$ cat config.mk
export PLATFORM = sky130hd
export DESIGN_NAME = reset_sequencer
export DESIGN_NICKNAME = d
export VERILOG_FILES = /design/src/rtl/reset_seq_pkg.sv /design/src/rtl/rr_arbiter.sv /design/src/rtl/reset_sequencer.sv
export SDC_FILE = /design/constraint.sdc
export NUM_CORES = 1
export LEC_CHECK = 0
export CAP_MARGIN = 20
export CORE_UTILIZATION = 45
export CTS_CLUSTER_SIZE = 8
export DETAILED_ROUTE_END_ITERATION = 10
export PLACE_DENSITY = 0.65
export SLEW_MARGIN = 20
export SYNTH_ARGS = -nofsm -noshare
export SYNTH_HDL_FRONTEND = slang
export SYNTH_SLANG_ARGS = --single-unit
$ cat constraint.sdc
create_clock -name clk -period 3.55 [get_ports clk]
set_input_delay 0.71 -clock clk [delete_from_list [all_inputs] [get_ports clk]]
set_output_delay 0.71 -clock clk [all_outputs]
set_load 0.02 [all_outputs]
$ cat src/rtl/reset_seq_pkg.sv
// Shared constants for the reset sequencer: state codes (also used as the
// state_dbg encoding), default parameter values and small helpers.
package reset_seq_pkg;

    // Default parameter values
    localparam int DEF_STAGE_DELAY   = 15;
    localparam int DEF_READY_TIMEOUT = 65535;
    localparam int DEF_DRAIN_TIMEOUT = 1023;
    localparam int DEF_NUM_REQ       = 2;

    // State codes, reported unchanged on state_dbg
    localparam logic [2:0] ST_HOLD     = 3'd0;
    localparam logic [2:0] ST_MEM_WAIT = 3'd1;
    localparam logic [2:0] ST_DMA_REL  = 3'd2;
    localparam logic [2:0] ST_RUN      = 3'd3;
    localparam logic [2:0] ST_DRAIN    = 3'd4;
    localparam logic [2:0] ST_SOFT     = 3'd5;

    // The three domain resets, grouped so they are produced together
    typedef struct packed {
        logic mem;
        logic dma;
        logic bus;
    } domain_rst_t;

    // Domain reset levels that belong to each state
    function automatic domain_rst_t domain_resets(input logic [2:0] st);
        domain_rst_t r;
        r.mem = 1'b1;
        r.dma = 1'b1;
        r.bus = 1'b1;
        case (st)
            ST_MEM_WAIT: begin r.mem = 1'b0; r.dma = 1'b1; r.bus = 1'b1; end
            ST_DMA_REL:  begin r.mem = 1'b0; r.dma = 1'b0; r.bus = 1'b1; end
            ST_RUN:      begin r.mem = 1'b0; r.dma = 1'b0; r.bus = 1'b0; end
            ST_DRAIN:    begin r.mem = 1'b0; r.dma = 1'b0; r.bus = 1'b1; end
            ST_SOFT:     begin r.mem = 1'b0; r.dma = 1'b1; r.bus = 1'b1; end
            default:     begin r.mem = 1'b1; r.dma = 1'b1; r.bus = 1'b1; end
        endcase
        return r;
    endfunction

    // Counter width: ceil(log2) of the longest wait, at least one bit.
    // The counter only ever has to reach (wait - 1), which always fits.
    function automatic int cnt_width(input int a, input int b, input int c);
        int m;
        m = a;
        if (b > m) m = b;
        if (c > m) m = c;
        return (m > 1) ? $clog2(m) : 1;
    endfunction

    // Width of a requester index / round-robin pointer
    function automatic int ptr_width(input int n);
        return (n > 1) ? $clog2(n) : 1;
    endfunction

endpackage

$ cat src/rtl/rr_arbiter.sv
// Combinational round-robin arbiter: picks the first requester at or after
// the pointer position, wrapping modulo NUM_REQ. Grant is one-hot, or zero
// when nothing is requested.
module rr_arbiter
    import reset_seq_pkg::*;
#(
    parameter int NUM_REQ = DEF_NUM_REQ
) (
    input  logic [NUM_REQ-1:0]             req,
    input  logic [ptr_width(NUM_REQ)-1:0]  ptr,
    output logic [NUM_REQ-1:0]             grant
);

    logic [2*NUM_REQ-1:0] req_dbl;
    logic [NUM_REQ-1:0]   req_rot;
    logic [NUM_REQ-1:0]   first_rot;
    logic [2*NUM_REQ-1:0] grant_dbl;

    // Rotate the request vector so the pointer position becomes bit 0
    assign req_dbl = {req, req};
    assign req_rot = req_dbl[ptr +: NUM_REQ];

    // Lowest set bit of the rotated vector is the winner
    assign first_rot = req_rot & (~req_rot + NUM_REQ'(1));

    // Rotate the winner back into the original requester numbering
    assign grant_dbl = {{NUM_REQ{1'b0}}, first_rot} << ptr;
    assign grant     = grant_dbl[NUM_REQ-1:0] | grant_dbl[2*NUM_REQ-1:NUM_REQ];

endmodule

$ cat src/rtl/reset_sequencer.sv
// Staged reset sequencer: releases memory, DMA and bus domains in order after
// a system reset, and performs arbitrated soft resets of the DMA/bus domains
// while keeping SDRAM out of reset so its contents survive.
module reset_sequencer
    import reset_seq_pkg::*;
#(
    parameter int STAGE_DELAY   = DEF_STAGE_DELAY,
    parameter int READY_TIMEOUT = DEF_READY_TIMEOUT,
    parameter int DRAIN_TIMEOUT = DEF_DRAIN_TIMEOUT,
    parameter int NUM_REQ       = DEF_NUM_REQ
) (
    input  logic               clk,
    input  logic               reset_n,
    input  logic               sys_reset,
    input  logic [NUM_REQ-1:0] soft_req,
    input  logic               mem_ready,
    input  logic               dma_idle,
    output logic               mem_reset,
    output logic               dma_reset,
    output logic               bus_reset,
    output logic [NUM_REQ-1:0] soft_ack,
    output logic               timeout_err,
    output logic [2:0]         state_dbg
);

    localparam int CNT_W = cnt_width(STAGE_DELAY, READY_TIMEOUT, DRAIN_TIMEOUT);
    localparam int PTR_W = ptr_width(NUM_REQ);

    // Terminal counts: the counter starts at 0 on state entry, so a wait of
    // N cycles ends when the counter shows N-1.
    localparam logic [CNT_W-1:0] STAGE_LAST = CNT_W'(STAGE_DELAY - 1);
    localparam logic [CNT_W-1:0] READY_LAST = CNT_W'(READY_TIMEOUT - 1);
    localparam logic [CNT_W-1:0] DRAIN_LAST = CNT_W'(DRAIN_TIMEOUT - 1);

    logic [2:0]         state_reg, state_next;
    logic [CNT_W-1:0]   cnt_reg, cnt_next;
    logic [PTR_W-1:0]   ptr_reg, ptr_next;
    logic [NUM_REQ-1:0] grant_reg, grant_next;
    logic [NUM_REQ-1:0] ack_reg, ack_next;
    logic               err_reg, err_next;
    domain_rst_t        rst_reg, rst_next;

    logic [NUM_REQ-1:0] arb_grant;
    logic [PTR_W-1:0]   arb_ptr_next;
    logic [PTR_W-1:0]   ptr_terms [NUM_REQ];

    rr_arbiter #(
        .NUM_REQ (NUM_REQ)
    ) u_rr_arbiter (
        .req   (soft_req),
        .ptr   (ptr_reg),
        .grant (arb_grant)
    );

    // Pointer after a grant is the index just past the winner (mod NUM_REQ)
    for (genvar gi = 0; gi < NUM_REQ; gi++) begin : g_ptr_terms
        assign ptr_terms[gi] = arb_grant[gi] ? PTR_W'((gi + 1) % NUM_REQ) : '0;
    end

    // Collapse the one-hot pointer candidates into the next pointer value
    always_comb begin
        arb_ptr_next = '0;
        for (int i = 0; i < NUM_REQ; i++) begin
            arb_ptr_next = arb_ptr_next | ptr_terms[i];
        end
    end

    // Next-state, counter, grant, acknowledge and timeout logic
    always_comb begin
        state_next = state_reg;
        cnt_next   = cnt_reg + CNT_W'(1);
        ptr_next   = ptr_reg;
        grant_next = grant_reg;
        ack_next   = '0;
        err_next   = err_reg;

        if (sys_reset) begin
            // System reset wins over everything; a pending grant is abandoned
            state_next = ST_HOLD;
            grant_next = '0;
        end else begin
            case (state_reg)
                ST_HOLD: begin
                    state_next = ST_MEM_WAIT;
                end
                ST_MEM_WAIT: begin
                    if (mem_ready) begin
                        state_next = ST_DMA_REL;
                    end else if (cnt_reg == READY_LAST) begin
                        err_next   = 1'b1;
                        state_next = ST_DMA_REL;
                    end
                end
                ST_DMA_REL: begin
                    if (cnt_reg == STAGE_LAST) begin
                        state_next = ST_RUN;
                    end
                end
                ST_RUN: begin
                    if (|soft_req) begin
                        state_next = ST_DRAIN;
                        grant_next = arb_grant;
                        ptr_next   = arb_ptr_next;
                    end
                end
                ST_DRAIN: begin
                    if (dma_idle) begin
                        state_next = ST_SOFT;
                    end else if (cnt_reg == DRAIN_LAST) begin
                        err_next   = 1'b1;
                        state_next = ST_SOFT;
                    end
                end
                ST_SOFT: begin
                    if (cnt_reg == STAGE_LAST) begin
                        ack_next   = grant_reg;
                        grant_next = '0;
                        state_next = ST_DMA_REL;
                    end
                end
                default: begin
                    state_next = ST_HOLD;
                end
            endcase
        end

        // Every state entry starts the count at zero; HOLD and RUN have no
        // timed exit, so the counter is parked there instead of wrapping.
        if ((state_next != state_reg) || (state_reg == ST_HOLD) || (state_reg == ST_RUN)) begin
            cnt_next = '0;
        end

        rst_next = domain_resets(state_next);
    end

    // State and output registers; reset_n forces the safe state immediately
    always_ff @(posedge clk or negedge reset_n) begin
        if (!reset_n) begin
            state_reg <= ST_HOLD;
            cnt_reg   <= '0;
            ptr_reg   <= '0;
            grant_reg <= '0;
            ack_reg   <= '0;
            err_reg   <= 1'b0;
            rst_reg   <= '1;
        end else begin
            state_reg <= state_next;
            cnt_reg   <= cnt_next;
            ptr_reg   <= ptr_next;
            grant_reg <= grant_next;
            ack_reg   <= ack_next;
            err_reg   <= err_next;
            rst_reg   <= rst_next;
        end
    end

    assign mem_reset   = rst_reg.mem;
    assign dma_reset   = rst_reg.dma;
    assign bus_reset   = rst_reg.bus;
    assign soft_ack    = ack_reg;
    assign timeout_err = err_reg;
    assign state_dbg   = state_reg;

endmodule
**After elaboration in Yosys (flattened, before gate mapping)**

Cells that the tools add are included.

- Add/sub/neg operators: 2
- Mux-type cells: 24
- Eq/ne operators: 20
- Shift operators: 2
- Reduce and logical (&&, ||, !) cells: 11
- Bitwise operators: 4

Operator list:

| operator | number |
|---|---|
| two-way mux 3 bit | 8 |
| case mux 3 bit (6 select lines) | 1 |
| adder 16 x 1 -> 16 bit, second input constant | 1 |
| equality test 16 x 10 -> 1 bit, second input constant | 1 |
| equality test 16 bit, second input constant | 1 |
| equality test 16 x 4 -> 1 bit, second input constant | 1 |
| two-way mux 16 bit | 1 |
| equality test 3 x 2 -> 1 bit, second input constant | 4 |
| equality test 3 bit, second input constant | 4 |
| two-way mux 2 bit | 6 |
| case mux 3 bit (3 select lines) | 1 |
| != test 2 bit, second input constant | 4 |
| equality test 3 x 1 -> 1 bit, second input constant | 2 |
| != test 3 bit, second input constant | 2 |
| AND reduction 3 bit | 2 |
| AND reduction 6 bit | 1 |
| OR reduction 2 bit | 3 |
| two-way mux 1 bit | 5 |
| case mux 2 bit (2 select lines) | 1 |
| variable part select 4 x 2 -> 2 bit | 1 |
| left shift 2 x 1 -> 4 bit | 1 |
| logical NOT 3 bit | 1 |
| != test 3 bit | 1 |
| nonzero test 3 bit | 1 |
| other kinds (8) | 9 |

- Input bits: 7
- Logic and storage cells: 72
- Bits in registers: 28
- Output and inout port bits: 9

**Depth between registers and ports, before layout**

- Depth in word-level cells: 9
- Gate-level depth with buffers: 8
- Depth with buffers taken out: 7

**Modules after synthesis**

From an unflattened synthesis, not the netlist that was laid out.

- Cells, all modules: 173
- Area, all modules: 1652.8 µm²

By module, submodules not included:

| module | times used | area each (µm²) | seq. area each (µm²) | cells an instance |
|---|---|---|---|---|
| reset_sequencer | 1 | 1634.1 | 704.4 | 170 |
| rr_arbiter | 1 | 18.8 | 0.0 | 3 |

**Least setup slack after synthesis**

Ideal clock, no wire load.

- Path type: input-to-reg
- Start point: input soft_req[0]
- End point: register cnt_reg[10]
- Path slack: 1.510 ns
- Buffers on the path: 1
- Cell stages on the path: 6
- Arrival: 1.897 ns
- Cell sequence: or3b_1 -> a21oi_1 -> a22oi_1 -> a31oi_4 -> buf_12 -> nor4_2

- Cells in the longest elaborated chain, start to end: 8

RTL lines:

| item | line | RTL |
|---|---|---|
| start: declaration | reset_sequencer.sv:15 | `input logic [NUM_REQ-1:0] soft_req,` |
| OR reduction 2 bit | reset_sequencer.sv:100 | `if (\|soft_req) begin` |
| two-way mux 3 bit | reset_sequencer.sv:100 |  |
| case mux 3 bit (6 select lines) | reset_sequencer.sv:82 | `case (state_reg)` |
| two-way mux 3 bit | reset_sequencer.sv:77 | `if (sys_reset) begin` |
| != test 3 bit | reset_sequencer.sv:129 | `if ((state_next != state_reg) \|\| (state_reg == ST_HOLD) \|\| (state_reg == ST_RUN)) begin` |
| logical OR 1 bit (2 in a row) | reset_sequencer.sv:129 |  |
| two-way mux 16 bit | reset_sequencer.sv:129 |  |
| via cnt_next[10] | reset_sequencer.sv:36 | `logic [CNT_W-1:0] cnt_reg, cnt_next;` |
| end signal: assignment | reset_sequencer.sv:148 | `cnt_reg <= cnt_next;` |
| end: declaration | reset_sequencer.sv:36 |  |

The timed path passes the listed nets, and every way through them passes these cells.
A chain may end at the register's enable or synchronous reset.

**Final worst setup path**

- Start point: input soft_req[0]
- End point: register cnt_reg[4]

The elaborated chain is that of the path after synthesis.

==> flow_metrics.py <==
metrics = {
    "outcome": {
        "outcome": "completed",
    },
    "clocking": {
        "clkLatencyLatePin_ns": 0.28,
        "clk_pin_slew_ns": 0.10,
        "numCtsBuffers": 3,
        "cts.htree.levels": 1,
        "cts_hold_buf": 0,
        "cts.sinks": 28,
        "cts_tree": "built",
        "clockBufferDepth": 2,
        "post_cts_buffers": 0,
        "post_cts_resized": 0,
        "cts_root_buffer": "clkbuf_8",
    },
    "yosys": {
        "synth.distinct_cells": 44,
        "synth_xor_area_frac": 0.0775,
        "ys_ff_latch": 28,
        "synthAdderAreaFrac": 0.0148,
        "synthCells": 161,
        "synth-compound-area-share": 0.0997,
        "seq_area_frac_synth": 0.416,
        "synth-simple-area-share": 0.327,
        "yosysWarnings": 0,
        "synth_top_family_by_area": "simple AND/OR/NAND/NOR gates",
        "syn_area_per_cell_sq_um": 10.5,
        "syn-cell-area_sq_um": 1690,
        "muxShareOfSynthArea": 0.00665,
        "synth_nets": 170,
    },
    "power": {
        "p_switching_w": 0.000194,
        "cellPowerDensity_nw_per_um2": 381,
        "p_comb_frac": 0.175,
        "p_leak_nw": 0.674,
        "seqPwrFrac": 0.479,
        "p_sw_frac": 0.267,
        "p_clk_frac": 0.345,
        "max-vdd-ir-drop_uv": 284,
        "p_int_w": 0.000535,
    },
    "sta": {
        "fin_setup_tns_ns": 0,
        "max_freq_ghz": 0.395,
        "setup_viol": 0,
        "finClkSkew_ns": 0.00723,
        "maxSlewHeadroom": 0.591,
        "grt_setup_unrepaired": "false",
        "post-route-period-util": 0.714,
        "fin_crit_ns": 2.53,
        "report.final.slew_viol_count": 0,
        "worst_pin_slew_ns": 0.613,
        "hold_viol": 0,
    },
    "route": {
        "drc": 0,
        "first_pass_iters": 4,
        "avgViaCountPerCell": 5.80,
        "drt_iter0_drc": 89,
        "post_drt_wl_per_cell_microns": 15.1,
        "postRouteAntennaNets": 0,
        "dr_total_vias": 1271,
        "totalWireLength_microns": 3320,
    },
    "layout": {
        "final_common_cell": "dfrtp_1",
        "multi_input_area_sq_um": 891,
        "syn2layout_area_growth_pct": 12.9,
        "fillers": 328,
        "n_antenna_cell": 0,
        "fin_area_sq_um": 1910,
        "largest_register_ffs": 16,
        "seq_area_sq_um": 704,
        "drive_above_1_share": 0.197,
        "final_cell_mix": "dfrtp_1, clkdlybuf4s50_1, nor2_1, nor3_1, nor4_2",
        "nets": 183,
    },
    "placement": {
        "gp_congestion": 0.818,
        "dp_hpwl_microns": 2370,
        "io_buffers": 15,
        "placed_area_sq_um": 1840,
    },
    "global_routing": {
        "grt_pass1_vias": 1226,
        "antenna_found_initial": 0,
        "grt_overflow": 0,
        "gr-usage-all-layers": 0.180,
        "grt_start_max_net_pins": 29,
        "grt_pass1_wl_microns": 5820,
    },
    "floorplanning": {
        "die_h_microns": 63.4,
        "start_util": 0.488,
        "die_w_microns": 63.4,
        "core_sq_um": 3470,
        "fp.dieArea_sq_um": 4010,
        "rows": 21,
        "pin_count": 16,
    },
    "setup_path": {
        "critical_path.top_delay_family": "compound AO/OA/AOI/OAI gates",
        "critPathMaxFanout": 16,
        "crit_type": "in -> reg",
        "worst_setup_path_start_kind": "input pin",
        "reg2reg_slack_ns": 1.23,
        "cp_slowest_stage_delay_ns": 0.55,
        "cp-end-kind": "register",
        "cp-startpoint": "soft_req[0]",
        "cp.buffers_inverters": 1,
        "crit_required_ns": 3.68,
        "crit_chain": "clkdlybuf4s50_1 > or3b_1 > a21oi_1 > a22oi_1 > a31oi_4 > nor4_1",
        "critPathArrivalTime_ns": 2.67,
        "slowest_stage": "a31oi_4",
        "timing.rr.start": "cnt_reg[9]",
    },
    "worst_hold_path": {
        "hp-class": "reg -> reg",
        "hold_start": "timeout_err",
    },
    "job": {
        "drv_cap": 0,
    },
}
## final timing paths
| kind | to | depth (start not counted) |
|---|---|---|
| min in group asynchronous | cnt_reg[13] | 2 |
| min reg2reg | timeout_err | 1 |
| min | timeout_err | 1 |
| max in group asynchronous | mem_reset | 2 |
| max reg2reg | cnt_reg[4] | 5 |
| max | cnt_reg[4] | 6 |
## metrics by stage
stage / total power, W / std cells / worst slack, ns / util / hold WS, ns
final: 0.000729 / 219 / 1.02 / 0.551 / 0.479
after floorplan: 0.000446 / 161 / 1.51 / - / 0.414
after global placement: 0.000480 / 215 / 0.825 / 0.531 / 0.448
after global routing: 0.000766 / 219 / 0.925 / 0.551 / 0.504
after CTS: 0.000736 / 219 / 1.02 / 0.551 / 0.486
after detailed placement: 0.000484 / 215 / 0.713 / 0.531 / 0.463
## final cells by class
| type | count | share of cell area |
|---|---|---|
| Clock buffer | 3 | 0.0216 |
| Clock inverter | 1 | 0.0157 |
| Inverter | 6 | 0.0118 |
| Multi-Input combinational cell | 118 | 0.466 |
| Sequential cell | 28 | 0.368 |
| Tap cell | 46 | 0.0301 |
| Timing Repair Buffer | 17 | 0.0864 |
## cells in the mapped netlist, drive strengths merged
cell | n | area (sq um)
or4 | 3 | 33.8
nor3 | 10 | 50.1
a21o | 3 | 22.5
nor4 | 20 | 218
nand4 | 4 | 25.0
dfstp | 3 | 78.8
nand3 | 9 | 50.1
nand2 | 9 | 36.3
ha | 2 | 25.0
nor3b | 3 | 22.5
o22ai | 1 | 12.5
or3b | 3 | 26.3
inv | 6 | 22.5
buf | 7 | 67.6
and3 | 2 | 13.8
a31oi | 4 | 40.0
mux2 | 1 | 11.3
clkbuf | 2 | 8.75
nor2 | 11 | 48.8
o211a | 1 | 10.0
a22oi | 2 | 15.0
o31ai | 1 | 7.51
dfrtp | 25 | 626
nand4bb | 1 | 11.3
xor2 | 6 | 52.6
o21ai | 2 | 10.0
xnor2 | 9 | 78.8
a21oi | 6 | 33.8
a21boi | 1 | 7.51
a21bo | 1 | 10.0
nand2b | 3 | 18.8
## routing by layer
layer | wire length [microns] | GRT usage | share of wire | vias to the layer above
met5 | 0 | 0 | 0 | -
met4 | 29 | 0.0426 | 0.0087 | 0
met3 | 140 | 0.0435 | 0.042 | 4
met2 | 1590 | 0.293 | 0.48 | 24
met1 | 1560 | 0.240 | 0.47 | 629
li1 | - | - | - | 614
## worst register-to-register path, stage by stage, from the launching register on
cell	delay, ns
dfrtp_1	0.43
or4_4	0.57
nor3_1	0.34
nand3_2	0.17
a31oi_4	0.53
nor4_1	0.15
## logic make-up (layout without fill, tap and decap cells)
kind of cell             count (synthesis)  in the layout
buffers and inverters                   15             27
AND/OR/NAND/NOR                         78             78
adder cells (fa/ha/maj)                  2              2
multiplexers                             1              1
AO/OA/AOI/OAI                           22             22
flip-flops                              28             28
XOR/XNOR                                15             15
## power groups by stage
stage                     Sequential [W]  Combinational, W  Clock (W)
after global routing            0.000352          0.000139   0.000275
final                           0.000350          0.000128   0.000252
after global placement          0.000355          0.000125          0
after CTS                       0.000349          0.000129   0.000258
after detailed placement        0.000356          0.000129          0
after floorplan                 0.000360         0.0000857          0
Power figures use the tool's default switching activity.
